--- config.mk ---
export PLATFORM = sky130hd
export DESIGN_NAME = ntt_sequencer_flat
export DESIGN_NICKNAME = d
export VERILOG_FILES = /design/src/rtl/ntt_sequencer_if.sv /design/src/rtl/ntt_sequencer.sv /design/src/flat_wrapper.sv
export SDC_FILE = /design/constraint.sdc
export NUM_CORES = 1
export LEC_CHECK = 0
export CORE_UTILIZATION = 55
export CTS_BUF_LIST = sky130_fd_sc_hd__clkbuf_4 sky130_fd_sc_hd__clkbuf_8
export CTS_CLUSTER_DIAMETER = 100
export DETAILED_ROUTE_END_ITERATION = 7
export HOLD_SLACK_MARGIN = 0.08
export PLACE_DENSITY = 0.82
export SYNTH_ARGS = -nofsm -noshare
export SYNTH_HDL_FRONTEND = slang
export SYNTH_SLANG_ARGS = --single-unit
--- constraint.sdc ---
create_clock -name clk -period 13.1 [get_ports clk]
set_input_delay 1.31 -clock clk [delete_from_list [all_inputs] [get_ports clk]]
set_output_delay 1.31 -clock clk [all_outputs]
set_load 0.05 [all_outputs]
--- src/rtl/ntt_sequencer_if.sv ---
// ntt_sequencer_if: control, read-issue and write-back signals between the NTT sequencer and its datapath.
interface ntt_sequencer_if #(parameter int AW = 8);
  logic start, inverse, busy, done;
  logic rd_en, bf_validi, bf_valido, wr_en, err_underflow;
  logic [AW-1:0] rd_addr_a, rd_addr_b, zeta_addr, wr_addr_a, wr_addr_b;
  logic [2:0] bf_mode;
  modport master (
    input start, inverse, bf_valido,
    output busy, done, rd_en, rd_addr_a, rd_addr_b, zeta_addr, bf_mode, bf_validi,
    wr_en, wr_addr_a, wr_addr_b, err_underflow
  );
  modport slave (
    output start, inverse, bf_valido,
    input busy, done, rd_en, rd_addr_a, rd_addr_b, zeta_addr, bf_mode, bf_validi,
    wr_en, wr_addr_a, wr_addr_b, err_underflow
  );
endinterface

--- src/rtl/ntt_sequencer.sv ---
// ntt_sequencer: walks one polynomial through all NTT layers, issuing butterfly reads and retiring write-backs.
module ntt_sequencer #(
  parameter int LOGN = 8,
  parameter int RD_LAT = 1,
  parameter int FIFO_DEPTH = 16
) (
  input logic clk,
  input logic rst,
  ntt_sequencer_if.master bus
);
  localparam int AW = LOGN;
  localparam int LW = $clog2(LOGN);
  localparam int PW = $clog2(FIFO_DEPTH);
  localparam int CW = $clog2(FIFO_DEPTH + 1);
  localparam logic [LW-1:0] LAST = LW'(LOGN - 1);
  typedef enum logic [1:0] {IDLE, ISSUE, DRAIN, FIN} state_t;
  state_t state;
  logic inv, busy, done, err, rd_en, pop;
  logic [2:0] mode;
  logic [LW-1:0] layer;
  logic [LOGN-2:0] b;
  logic [RD_LAT-1:0] vld_d;
  logic [2*AW-1:0] mem [FIFO_DEPTH];
  logic [PW-1:0] wp, rp;
  logic [CW-1:0] cnt;
  logic [AW-1:0] s, len, g, j, zeta;
  // Entries are queued at issue time, so cnt already covers reads still in flight.
  always_comb begin
    s = inv ? AW'(layer) : AW'(LAST - layer);
    len = AW'(1) << s;
    g = AW'(b) >> s;
    j = (g << (s + 1'b1)) + (AW'(b) & (len - 1'b1));
    zeta = inv ? ({AW{1'b1}} >> layer) - g : (AW'(1) << layer) + g;
    rd_en = state == ISSUE && cnt < CW'(FIFO_DEPTH);
    pop = bus.bf_valido && cnt != '0;
  end
  assign bus.rd_en = rd_en;
  assign bus.rd_addr_a = rd_en ? j : '0;
  assign bus.rd_addr_b = rd_en ? j + len : '0;
  assign bus.zeta_addr = rd_en ? zeta : '0;
  assign bus.bf_validi = vld_d[RD_LAT-1];
  assign bus.wr_en = pop;
  assign {bus.wr_addr_a, bus.wr_addr_b} = cnt != '0 ? mem[rp] : '0;
  assign bus.busy = busy;
  assign bus.done = done;
  assign bus.bf_mode = mode;
  assign bus.err_underflow = err;
  always_ff @(posedge clk) begin
    if (rst) begin
      state <= IDLE;
      inv <= 1'b0;
      mode <= '0;
      layer <= '0;
      b <= '0;
      busy <= 1'b0;
      done <= 1'b0;
      err <= 1'b0;
      vld_d <= '0;
      wp <= '0;
      rp <= '0;
      cnt <= '0;
    end else begin
      vld_d <= RD_LAT'({vld_d, rd_en});
      err <= err | (bus.bf_valido && cnt == '0);
      cnt <= cnt + CW'(rd_en) - CW'(pop);
      done <= 1'b0;
      if (rd_en) begin
        mem[wp] <= {j, j + len};
        wp <= wp == PW'(FIFO_DEPTH - 1) ? '0 : wp + 1'b1;
      end
      if (pop) rp <= rp == PW'(FIFO_DEPTH - 1) ? '0 : rp + 1'b1;
      case (state)
        IDLE: if (bus.start) begin
          inv <= bus.inverse;
          mode <= {2'b0, bus.inverse};
          layer <= '0;
          b <= '0;
          busy <= 1'b1;
          state <= ISSUE;
        end
        ISSUE: if (rd_en) begin
          b <= b + 1'b1;
          if (b == '1) state <= DRAIN;
        end
        // A layer may only start once every write of the previous one has retired.
        DRAIN: if (cnt == '0 && vld_d == '0) begin
          if (layer == LAST) begin
            state <= FIN;
            done <= 1'b1;
            busy <= 1'b0;
          end else begin
            layer <= layer + 1'b1;
            b <= '0;
            state <= ISSUE;
          end
        end
        default: state <= IDLE;
      endcase
    end
  end
endmodule

--- src/flat_wrapper.sv ---
// flat-port wrapper written by rule: the top's interface ports become plain ports
module ntt_sequencer_flat 
#(
  parameter int LOGN = 8,
  parameter int RD_LAT = 1,
  parameter int FIFO_DEPTH = 16
)
  (clk, rst, bus_start, bus_inverse, bus_bf_valido, bus_busy, bus_done, bus_rd_en, bus_rd_addr_a, bus_rd_addr_b, bus_zeta_addr, bus_bf_mode, bus_bf_validi, bus_wr_en, bus_wr_addr_a, bus_wr_addr_b, bus_err_underflow);
  ntt_sequencer_if bus_i ();
  input logic clk;
  input logic rst;
  input wire logic [$bits(bus_i.start)-1:0] bus_start;
  input wire logic [$bits(bus_i.inverse)-1:0] bus_inverse;
  input wire logic [$bits(bus_i.bf_valido)-1:0] bus_bf_valido;
  output wire logic [$bits(bus_i.busy)-1:0] bus_busy;
  output wire logic [$bits(bus_i.done)-1:0] bus_done;
  output wire logic [$bits(bus_i.rd_en)-1:0] bus_rd_en;
  output wire logic [$bits(bus_i.rd_addr_a)-1:0] bus_rd_addr_a;
  output wire logic [$bits(bus_i.rd_addr_b)-1:0] bus_rd_addr_b;
  output wire logic [$bits(bus_i.zeta_addr)-1:0] bus_zeta_addr;
  output wire logic [$bits(bus_i.bf_mode)-1:0] bus_bf_mode;
  output wire logic [$bits(bus_i.bf_validi)-1:0] bus_bf_validi;
  output wire logic [$bits(bus_i.wr_en)-1:0] bus_wr_en;
  output wire logic [$bits(bus_i.wr_addr_a)-1:0] bus_wr_addr_a;
  output wire logic [$bits(bus_i.wr_addr_b)-1:0] bus_wr_addr_b;
  output wire logic [$bits(bus_i.err_underflow)-1:0] bus_err_underflow;
  assign bus_i.start = bus_start;
  assign bus_i.inverse = bus_inverse;
  assign bus_i.bf_valido = bus_bf_valido;
  assign bus_busy = bus_i.busy;
  assign bus_done = bus_i.done;
  assign bus_rd_en = bus_i.rd_en;
  assign bus_rd_addr_a = bus_i.rd_addr_a;
  assign bus_rd_addr_b = bus_i.rd_addr_b;
  assign bus_zeta_addr = bus_i.zeta_addr;
  assign bus_bf_mode = bus_i.bf_mode;
  assign bus_bf_validi = bus_i.bf_validi;
  assign bus_wr_en = bus_i.wr_en;
  assign bus_wr_addr_a = bus_i.wr_addr_a;
  assign bus_wr_addr_b = bus_i.wr_addr_b;
  assign bus_err_underflow = bus_i.err_underflow;
  ntt_sequencer #(.LOGN(LOGN), .RD_LAT(RD_LAT), .FIFO_DEPTH(FIFO_DEPTH)) u_core (.clk(clk), .rst(rst), .bus(bus_i));
endmodule
==> results.py <==
metrics = {
    "outcome": {
        "status": "finished clean",
    },
    "global_routing": {
        "track_usage_pct": 24.2,
        "overflow": 0,
        "grt_pass1_wl_um": 46800,
        "antenna_found_initial": 0,
        "grt_pass1_vias": 8283,
        "grt_max_degree": 65,
    },
    "floorplan": {
        "initial_core_util_pct": 56.7,
        "dieArea_mm2": 0.0259,
        "rows": 57,
        "die_y_um": 161,
        "die_width_um": 161,
        "core_area_mm2": 0.0245,
        "io_pins": 54,
    },
    "worst_hold_path": {
        "holdCritStartpoint": "u_core.bus.busy",
        "hold_depth": 2,
        "min_to": "u_core.bus.busy",
        "hp-class": "reg -> reg",
    },
    "finish": {
        "design_area_mm2": 0.0157,
        "n_antenna_cell": 0,
        "fin_nets": 1065,
        "drive_gt1_share_pct": 21.1,
        "final_cell_mix": "edfxtp_1, mux4_2, nor2_1",
        "area_growth_pct": 12.8,
        "final_common_cell": "edfxtp_1",
    },
    "worst_setup_path": {
        "ff2ff_path_depth": 19,
        "crit_fanout": 24,
        "rr_startpoint": "u_core.layer[1]",
        "end_kind": "primary output",
        "r2r_end": "u_core.mem[15][7]",
        "crit_path_start": "u_core.layer[1]",
        "critical_path_arrival_ns": 6.95,
        "worst_setup_path_start_kind": "flop",
        "path_class": "reg -> out",
        "required_ns": 11.79,
        "ff2ff_setup_slack_ns": 7.06,
    },
    "logic_synthesis": {
        "syn_area_mm2": 0.0139,
        "avgSynthCellArea_um2": 15.0,
        "async_reset_ff_share_pct": 0,
        "synth.distinct_cells": 83,
        "synth-warning-count": 0,
        "synthFlopType": "edfxtp_1",
        "synth-edff-count": 256,
        "synth_largest_area_cell": "edfxtp_1",
        "syn_inst": 927,
        "yosysSeqAreaShare_pct": 60.2,
        "synth_area_leaders": "edfxtp_1, mux4_2, dfxtp_1",
        "synth_top_area_share_pct": 55.3,
        "yosys_register_bits": 290,
    },
    "power": {
        "sw_frac_of_total_pct": 29.3,
        "powerDensity_mw_per_mm2": 149,
        "p_leak_nw": 5.44,
        "power_mw": 2.34,
        "pwr-share-clk_pct": 30.2,
        "p_int_mw": 1.65,
        "max-vdd-ir-drop_uv": 131,
        "pwr-share-seq_pct": 45.6,
        "p_comb_share_pct": 24.3,
        "p_switching_uw": 684,
    },
    "sta": {
        "max_freq_mhz": 121,
        "final-hold-violation-count": 0,
        "maxSlewViolCount": 0,
        "max-slew-margin-rel_pct": 20.2,
        "setup_viol": 0,
        "finClkSkew_ns": 0.0219,
        "worstMarginPinSlew_ns": 1.19,
        "fin_crit_sh_pct": 63.0,
        "setup_tns_ns": 0,
        "period_needed_ns": 8.26,
        "rsz0062_at_grt": "no",
    },
    "detailed_routing": {
        "vias_per_cell": 6.07,
        "antenna_left": 0,
        "avgRoutedWirePerCell_um": 22.4,
        "drt_iter0_markers": 890,
        "dr.pass1.iters": 7,
        "routed_wl_um": 30400,
        "drc": 0,
        "vias": 8243,
    },
    "cts": {
        "holdBufCountCts": 0,
        "cts.repair.resized": 0,
        "cts_buffer_depth": 3,
        "clock_latency_ns": 0.55,
        "clock-sinks": 290,
        "post-cts-setup-buffers": 0,
        "h-tree-depth": 2,
        "path_clk_slew_ns": 0.06,
        "cts_tree": "yes",
        "clock-root-buffer": "clkbuf_8",
        "cts_inserted_buffers": 46,
    },
    "placement": {
        "io_buffers": 51,
        "finalWeightedCongestion": 0.927,
        "place_hpwl_um": 19000,
        "post_dp_cell_area_mm2": 0.0148,
    },
    "job": {
        "maxCapViolCount": 0,
    },
}
-- per-layer routing --
metal | global-route usage [%] | vias to the layer above | part of all wire [%]
met5 | 0 | - | 0
met4 | 6.60 | 0 | 2.0
met2 | 41.5 | 333 | 51
met3 | 3.57 | 61 | 6.4
li1 | - | 3708 | -
met1 | 32.4 | 4141 | 41
-- cells in the mapped netlist, types with 13 or more instances --
cell / n
nand2_1: 39
dfxtp_1: 34
nor2_1: 70
xor2_1: 15
a21oi_1: 36
ha_1: 50
nor2b_1: 13
nor3_1: 18
edfxtp_1: 256
clkbuf_1: 26
xnor2_1: 19
mux2i_1: 15
o21ai_0: 20
inv_1: 38
nand2b_1: 14
mux4_2: 80
and2_1: 36
-- area by class of cell --
cell class | count | area [um^2]
clock buffers | 62 | 772
clock inverters | 13 | 72.6
fillers | 1728 | 8860
inverters | 40 | 150
multi-input cells | 550 | 5190
flip-flops and latches | 290 | 8370
well taps | 324 | 405
repair buffers | 78 | 713
-- worst max-delay path, stage by stage, from the launching register on --
cell and delay (ns):
dfxtp_1 0.83, nor2b_1 0.22, nor2_1 0.37, nand2_1 0.16, inv_1 0.15, ha_1 0.35, inv_1 0.18, nor2_1 0.14
ha_1 0.17, inv_1 0.05, fa_1 0.55, inv_1 0.28, ha_1 0.38, a21oi_1 0.06, a31oi_1 0.20, o211ai_1 0.15
and2_1 0.16, xnor2_1 0.91, and2_1 0.28, clkdlybuf4s50_1 0.82
-- through the flow --
stage | cells | hold slack [ns] | util (%) | worst slack, ns
2_1_floorplan | 928 | 0.473 | - | 6.39
3_3_place_gp | 1282 | 0.465 | 60.4 | 5.67
3_5_place_dp | 1282 | 0.484 | 60.4 | 5.47
4_1_cts | 1357 | 0.505 | 63.9 | 4.92
5_1_grt | 1357 | 0.529 | 63.9 | 4.22
6_report | 1357 | 0.499 | 63.9 | 4.84
-- state kept, by name (all words and copies together), names as in the netlist, named ones only --
signal and flops:
u_core.b 7, u_core.bus.bf_validi 1, u_core.bus.busy 1, u_core.bus.done 1
u_core.bus.err_underflow 1, u_core.cnt 5, u_core.inv 1, u_core.layer 3
u_core.mem 256, u_core.rp 4, u_core.state 2, u_core.wp 4
-- power groups by stage --
| stage | Sequential [mW] | Combinational [mW] | Clock (mW) |
|---|---|---|---|
| after CTS | 1.07 | 0.572 | 0.716 |
| after floorplan | 1.07 | 0.429 | 0 |
| after global routing | 1.07 | 0.606 | 0.756 |
| final | 1.07 | 0.567 | 0.706 |
| after detailed placement | 1.09 | 0.572 | 0 |
| after global placement | 1.09 | 0.563 | 0 |
-- cells by family (layout without fill, tap and decap cells) --
| family | count (synthesis) | after routing | share of synthesized area [%] |
|---|---|---|---|
| buffers and inverters | 88 | 193 | 2.81 |
| AOI/OAI and AO/OA | 124 | 124 | 6.08 |
| muxes | 102 | 102 | 14.7 |
| other | 1 | 2 | 0.0270 |
| xor gates and xnor gates | 36 | 36 | 2.46 |
| DFF | 290 | 290 | 60.2 |
| and+or+nand+nor | 231 | 231 | 8.61 |
| adders and majority gates | 55 | 55 | 5.16 |
-- worst max-delay path by stage --
stage                             to  slack (ns)  cells after the start
CTS                 bus_rd_addr_b[5]        4.92                     19
finish              bus_rd_addr_b[5]        4.84                     19
global placement    bus_rd_addr_b[5]        5.67                     19
floorplan           bus_rd_addr_b[7]        6.39                     21
detailed placement  bus_rd_addr_b[5]        5.47                     19
global route        bus_rd_addr_b[5]        4.22                     19
(Power assumes the default switching activity.)
